**config.mk**
```make
export PLATFORM = sky130hd
export DESIGN_NAME = stage_sequencer
export DESIGN_NICKNAME = d
export VERILOG_FILES = /design/src/rtl/stage_sequencer.sv
export SDC_FILE = /design/constraint.sdc
export NUM_CORES = 1
export LEC_CHECK = 0
export CORE_ASPECT_RATIO = 0.7
export CORE_MARGIN = 2
export CORE_UTILIZATION = 35
export DETAILED_ROUTE_END_ITERATION = 16
export GPL_TIMING_DRIVEN = 0
export SYNTH_ARGS = -nofsm -noshare
export SYNTH_HDL_FRONTEND = slang
export SYNTH_SLANG_ARGS = --single-unit
```
**constraint.sdc**
```tcl
create_clock -name clk -period 3.77 [get_ports clk]
set_clock_uncertainty 0.05 [all_clocks]
set_input_delay 1.131 -clock clk [delete_from_list [all_inputs] [get_ports clk]]
set_output_delay 1.131 -clock clk [all_outputs]
set_load 0.01 [all_outputs]
```
**src/rtl/stage_sequencer.sv**
```systemverilog
// Steps the datapath through STAGE_COUNT stages with one-hot write enables, one stage per cycle.
// Enables are combinational from registered stage plus run/stall; stalls and run=0 hold the slot.
module stage_sequencer #(
  parameter int STAGE_COUNT       = 5,
  parameter int RAM_STAGE         = 3,
  parameter int REG_STAGE         = 4,
  parameter int RESET_HOLD_CYCLES = 2,
  parameter int COUNTER_WIDTH     = 32
) (
  input  logic                           clk,
  input  logic                           reset,
  input  logic                           run,
  input  logic [STAGE_COUNT-1:0]         stall_req,
  input  logic                           halt,
  input  logic                           resume,
  output logic [STAGE_COUNT-1:0]         stage_wren,
  output logic                           ram_wren,
  output logic                           reg_wren,
  output logic                           pipeline_register_reset_n,
  output logic [$clog2(STAGE_COUNT)-1:0] active_stage,
  output logic                           halted,
  output logic                           retire,
  output logic [COUNTER_WIDTH-1:0]       cycle_count,
  output logic [COUNTER_WIDTH-1:0]       instret_count,
  output logic [COUNTER_WIDTH-1:0]       stall_count
);

  localparam int AW = $clog2(STAGE_COUNT);
  localparam int HW = $clog2(RESET_HOLD_CYCLES + 1);
  localparam logic [AW-1:0] LAST_STAGE = AW'(STAGE_COUNT - 1);
  localparam logic [HW-1:0] HOLD_LAST  = HW'(RESET_HOLD_CYCLES - 1);

  typedef enum logic [1:0] {S_RESET, S_RUN, S_HALTED} state_t;

  state_t          state;
  logic [HW-1:0]   hold_cnt;
  logic            halt_pending;
  logic            stalled;
  logic            in_run;

  // Only the active stage's stall bit matters; the others are ignored.
  assign stalled = stall_req[active_stage];
  assign in_run  = (state == S_RUN);

  always_comb begin
    stage_wren = '0;
    if (in_run && run && !stalled)
      stage_wren[active_stage] = 1'b1;
  end

  assign ram_wren                  = stage_wren[RAM_STAGE];
  assign reg_wren                  = stage_wren[REG_STAGE];
  assign retire                    = stage_wren[STAGE_COUNT-1];
  assign pipeline_register_reset_n = (state != S_RESET);
  assign halted                    = (state == S_HALTED);

  always_ff @(posedge clk) begin
    if (reset) begin
      state         <= S_RESET;
      active_stage  <= '0;
      hold_cnt      <= '0;
      halt_pending  <= 1'b0;
      cycle_count   <= '0;
      instret_count <= '0;
      stall_count   <= '0;
    end else begin
      case (state)
        S_RESET: begin
          hold_cnt <= hold_cnt + HW'(1);
          if (hold_cnt == HOLD_LAST) begin
            state        <= S_RUN;
            active_stage <= '0;
          end
        end
        S_RUN: begin
          if (run)
            cycle_count <= cycle_count + COUNTER_WIDTH'(1);
          if (run && stalled)
            stall_count <= stall_count + COUNTER_WIDTH'(1);
          if (retire)
            instret_count <= instret_count + COUNTER_WIDTH'(1);
          if (|stage_wren)
            active_stage <= (active_stage == LAST_STAGE) ? '0 : active_stage + AW'(1);
          // The retiring instruction completes; the halt takes effect at the boundary.
          if (retire && (halt_pending || halt)) begin
            state        <= S_HALTED;
            active_stage <= '0;
            halt_pending <= 1'b0;
          end else if (halt) begin
            halt_pending <= 1'b1;
          end
        end
        S_HALTED: begin
          if (resume)
            state <= S_RUN;
        end
        default: state <= S_RESET;
      endcase
    end
  end

endmodule

```
### Word level (Yosys, flattened, before mapping)

Index checks and enable logic that the tools add are counted.

* output and inout bits: 109
* register bits after elaboration: 104
* word-level logic and storage cells: 56

* mux-type cells: 16
* equality and inequality tests: 8
* $add $sub $neg: 5
* order comparisons: 2
* reductions and logical operators: 18

Operators by type and width (number)
* $add A32 B1 Y32 const B: 3
* $mux W3: 4
* $reduce_and A2 Y1: 4
* $mux W2: 3
* $pmux W2 S3: 1
* $pmux W3 S2: 1
* $reduce_and A3 Y1: 2
* $reduce_bool A2 Y1: 3
* $logic_and A1 B1 Y1: 5
* $mux W5: 1
* $reduce_or A5 Y1: 1
* $eq A2 B1 Y1 const B: 2
* $lt A3 B4 Y1 const B: 1
* $mux W1: 4
* $ne A2 B2 Y1 const B: 2
* $add A3 B1 Y3 const B: 1
* $bmux W1 S3: 1
* $demux W1 S3: 1
* $eq A3 B3 Y1 const B: 1
* $ge A3 B1 Y1 const B: 1
* $ne A3 B1 Y1 const B: 1
* $add A2 B1 Y2 const B: 1
* $eq A2 B2 Y1 const B: 1
* $logic_not A2 Y1: 1
* other kinds (3): 3

### Longest topological paths before layout

* word-level depth: 9
* depth in mapped cells: 8

### Worst setup path before layout

No wires, ideal clock.

* path kind: input to output
* start: input run
* end: output retire
* arrival: 2.217 ns
* required time: 2.589 ns
* path buffers: 3
* path slack: 0.372 ns
* stages on the path: 5
* path through: and3b_2 > buf_2 > and2_1 > clkbuf_1 > buf_4

* cells in the longest elaborated chain, start to end: 3

Ends and longest elaborated chain
* start, declared: line 12 `input logic run,`
* $logic_and A1 B1 Y1 (2 in series): line 47 `if (in_run && run && !stalled)`
* $mux W5: line 47
* end, declared: line 22 `output logic retire,`

Every way passes these cells.

### Worst setup path after layout

* start: input stall_req[4]
* end: output stage_wren[4]

* cells in the longest elaborated chain, start to end: 5

Ends and longest elaborated chain
* start, declared: line 13 `input logic [STAGE_COUNT-1:0] stall_req,`
* $bmux W1 S3: line 42 `assign stalled = stall_req[active_stage];`
* $mux W1 (not written as such): line 42
* $logic_not A1 Y1: line 47
* $logic_and A1 B1 Y1: line 47
* $mux W5: line 47
* end, declared: line 16 `output logic [STAGE_COUNT-1:0] stage_wren,`

Every way passes these cells. The select of a mux whose other input is x is not followed.

==> impl_metrics.env <==
export IMPL_outcome="finished, final reports clean"
export IMPL_coreArea_um2=14000
export IMPL_final_common_cell="clkdlybuf4s50_1"
export IMPL_placed_area_um2=6460
export IMPL_ios=119
export IMPL_cts_tree="built"
export IMPL_grt_use_total=0.180
export IMPL_clockRootBuffer="clkbuf_16"
export IMPL_placedCellCount=889
export IMPL_synthDistinctLibCells=51
export IMPL_slew_viol_final=0
export IMPL_maxSlewHeadroom=0.313
export IMPL_htree_levels=3
export IMPL_path_buf_inv=3
export IMPL_grt_pass1_vias=4371
export IMPL_worst_ep_required_time_ps=2590
export IMPL_antenna_cells=0
export IMPL_path_class="in2out"
export IMPL_cts_made_buffers=9
export IMPL_drtPass1Iterations=5
export IMPL_die_width_um=147
export IMPL_grt_max_degree=18
export IMPL_vdd_drop_max_v=0.000212
export IMPL_synth_fp_nets=597
export IMPL_die_height_um=104
export IMPL_reg2reg_depth=9
export IMPL_clockPowerShare=0.464
export IMPL_antenna_left=0
export IMPL_avgRoutedWirePerCell_um=15.5
export IMPL_drc=0
export IMPL_synth_edf_count=0
export IMPL_finalNetCount=728
export IMPL_setup_viol=0
export IMPL_pwr_share_seq=0.457
export IMPL_p_sw_mw=0.560
export IMPL_ys_seq_area_frac=0.413
export IMPL_crit_slowest_cell="clkdlybuf4s50_1"
export IMPL_total_power_mw=2.48
export IMPL_syn_area_um2=5040
export IMPL_tightestPinTransition_ps=1020
export IMPL_finalInstanceArea_um2=6880
export IMPL_start_util=0.360
export IMPL_hold_class="reg2reg"
export IMPL_fin_crit_ps=3680
export IMPL_port_buffer_count=118
export IMPL_fin_cells=907
export IMPL_pwr_share_comb=0.080
export IMPL_clk_path_buf_depth=2
export IMPL_async_flop_share=0
export IMPL_internal_power_mw=1.92
export IMPL_startpoint="stall_req[4]"
export IMPL_cts_clk_slew_worst_paths_ps=70
export IMPL_fmax_ghz=0.272
export IMPL_drv_cap=0
export IMPL_clk_latency_ps=340
export IMPL_cp_arrival_ps=2500
export IMPL_rsz0062_at_grt="no"
export IMPL_setup_ws_ps=86.9
export IMPL_crit_fanout=4
export IMPL_dp_hpwl_um=10400
export IMPL_crit_chain="dlygate4sd2_1 > nor4b_4 > and2_4 > buf_4 > clkdlybuf4s50_1"
export IMPL_slowest_delay_ps=530
export IMPL_startpoint_type="primary input"
export IMPL_hold_viol=0
export IMPL_ff2ff_setup_slack_ps=1090
export IMPL_drt_initial_drc_count=319
export IMPL_critPathCapture="stage_wren[4]"
export IMPL_ys_flop_type="dfxtp_1"
export IMPL_grt_pass1_wl_um=22600
export IMPL_cp_depth=5
export IMPL_die_area_um2=15400
export IMPL_switching_share=0.226
export IMPL_cp_end_kind="primary output"
export IMPL_post_route_period_util=0.977
export IMPL_rows=36
export IMPL_place_congestion=0.814
export IMPL_pre_cts_ws_ps=-867
export IMPL_gr_total_overflow=0
export IMPL_num_vias=4813
export IMPL_synth_warnings=0
export IMPL_p_leak_nw=2.23
export IMPL_ys_ff_latch=104
export IMPL_r2r_start="state[0]"
export IMPL_wl_um=14000
export IMPL_power_density_nw_per_um2=360
export IMPL_critPathTopFamily="buffers and inverters"
export IMPL_avgSynthCellArea_um2=8.68
export IMPL_area_delta_synth_final_pct=36.3
export IMPL_antenna_found_initial=0
export IMPL_clock_sinks=104
export IMPL_netlist_instances=581
export IMPL_viasPerCell=5.31
export IMPL_n_fill_cell=1306
export IMPL_layout_common_cells="clkdlybuf4s50_1 (113), dfxtp_1 (104), nor2_1 (72), a21oi_1 (41), xor2_1 (35)"
export IMPL_r2r_end="stall_count[24]"
export IMPL_drive_above_1_share=0.0739
## per-layer routing
metal | up-vias | global-route usage | part of all wire
li1 | 2370 | - | -
met1 | 2305 | 0.267 | 0.51
met2 | 130 | 0.265 | 0.44
met3 | 8 | 0.0430 | 0.046
met4 | 0 | 0.0378 | 0.0071
met5 | - | 0 | 0
## cells in the mapped netlist, types with 6 or more instances
cell type,count,area share
nor3_1,13,0.013
o211ai_1,8,0.012
xor2_1,35,0.061
and4_1,12,0.021
nand3_1,28,0.028
o21ai_0,16,0.016
clkbuf_1,19,0.014
o31ai_1,21,0.031
or4_1,21,0.031
nand2_1,34,0.025
and3_1,12,0.015
inv_1,18,0.013
xnor2_1,21,0.036
nand4_1,22,0.027
or3_1,14,0.017
dfxtp_1,104,0.41
nor2_1,72,0.054
ha_1,6,0.015
a21oi_1,41,0.041
nor4_1,10,0.012
## layout make-up
cell class / count / area, um2 / area share
Multi-Input combinational cell: 427 / 2760 / 0.401
Clock inverter: 7 / 143 / 0.0207
Tap cell: 190 / 238 / 0.0346
Inverter: 18 / 67.6 / 0.00983
Timing Repair Buffer: 121 / 1190 / 0.174
Buffer: 31 / 166 / 0.0242
Clock buffer: 9 / 225 / 0.0328
Sequential cell: 104 / 2080 / 0.303
## power groups by stage
stage / Clock [mW] / Combinational [mW] / Sequential [mW]
after floorplan: 0 / 0.124 / 1.16
final: 1.15 / 0.197 / 1.13
after detailed placement: 0 / 0.191 / 1.16
after CTS: 1.17 / 0.198 / 1.13
after global routing: 1.21 / 0.219 / 1.13
after global placement: 0 / 0.188 / 1.16
## metrics by stage
step            util  hold slack (ps)  setup TNS [ps]
6_report       0.491              434               0
5_1_grt        0.491              471               0
4_1_cts        0.491              441               0
3_5_place_dp   0.461              431           -3700
3_3_place_gp   0.461              421           -3770
2_1_floorplan      -              428               0
## worst reg2reg max path, stage by stage, from the launching register on
cell      delay, ps
dfxtp_1         310
buf_2           180
and3b_2         230
buf_4           150
and3_1          150
clkbuf_1        300
o21ai_1         350
clkbuf_1        350
or3_1           410
a21oi_1         140
## how the worst min path moves through the flow
stage	startpoint	to	slack [ps]	depth (start not counted)
finish	stall_count[31]	stall_count[31]	430	2
global route	stall_count[31]	stall_count[31]	470	2
CTS	stall_count[31]	stall_count[31]	440	2
detailed placement	instret_count[31]	instret_count[31]	430	2
global placement	instret_count[31]	instret_count[31]	420	2
floorplan	hold_cnt[1]	hold_cnt[1]	430	2
## cells by family (layout without fill, tap and decap cells)
kind of cell,Yosys count,count (layout),share of synthesized area
XOR/XNOR,56,56,0.0972
adder cells (fa/ha/maj),6,6,0.0149
buffers and inverters,50,186,0.0459
AND/OR/NAND/NOR,257,257,0.278
flip-flops,104,104,0.413
AO/OA/AOI/OAI,101,101,0.135
multiplexers,7,7,0.0166
## registers in the layout, indices dropped and copies added, names as in the netlist
name,count
cycle_count,32
instret_count,32
stall_count,32
active_stage,3
hold_cnt,2
state,2
halt_pending,1
## what timing repair did
| action | in CTS | in global routing |
|---|---|---|
| endpoints found under the setup margin | 8 | 4 |
| pin swaps | 3 | 3 |
| resized for setup | 13 | 2 |
| setup buffers | 3 | 0 |
| hold endpoints to repair | 0 | 0 |
| hold buffers | 0 | 0 |
Note: power is estimated with default switching activity, not from simulation.
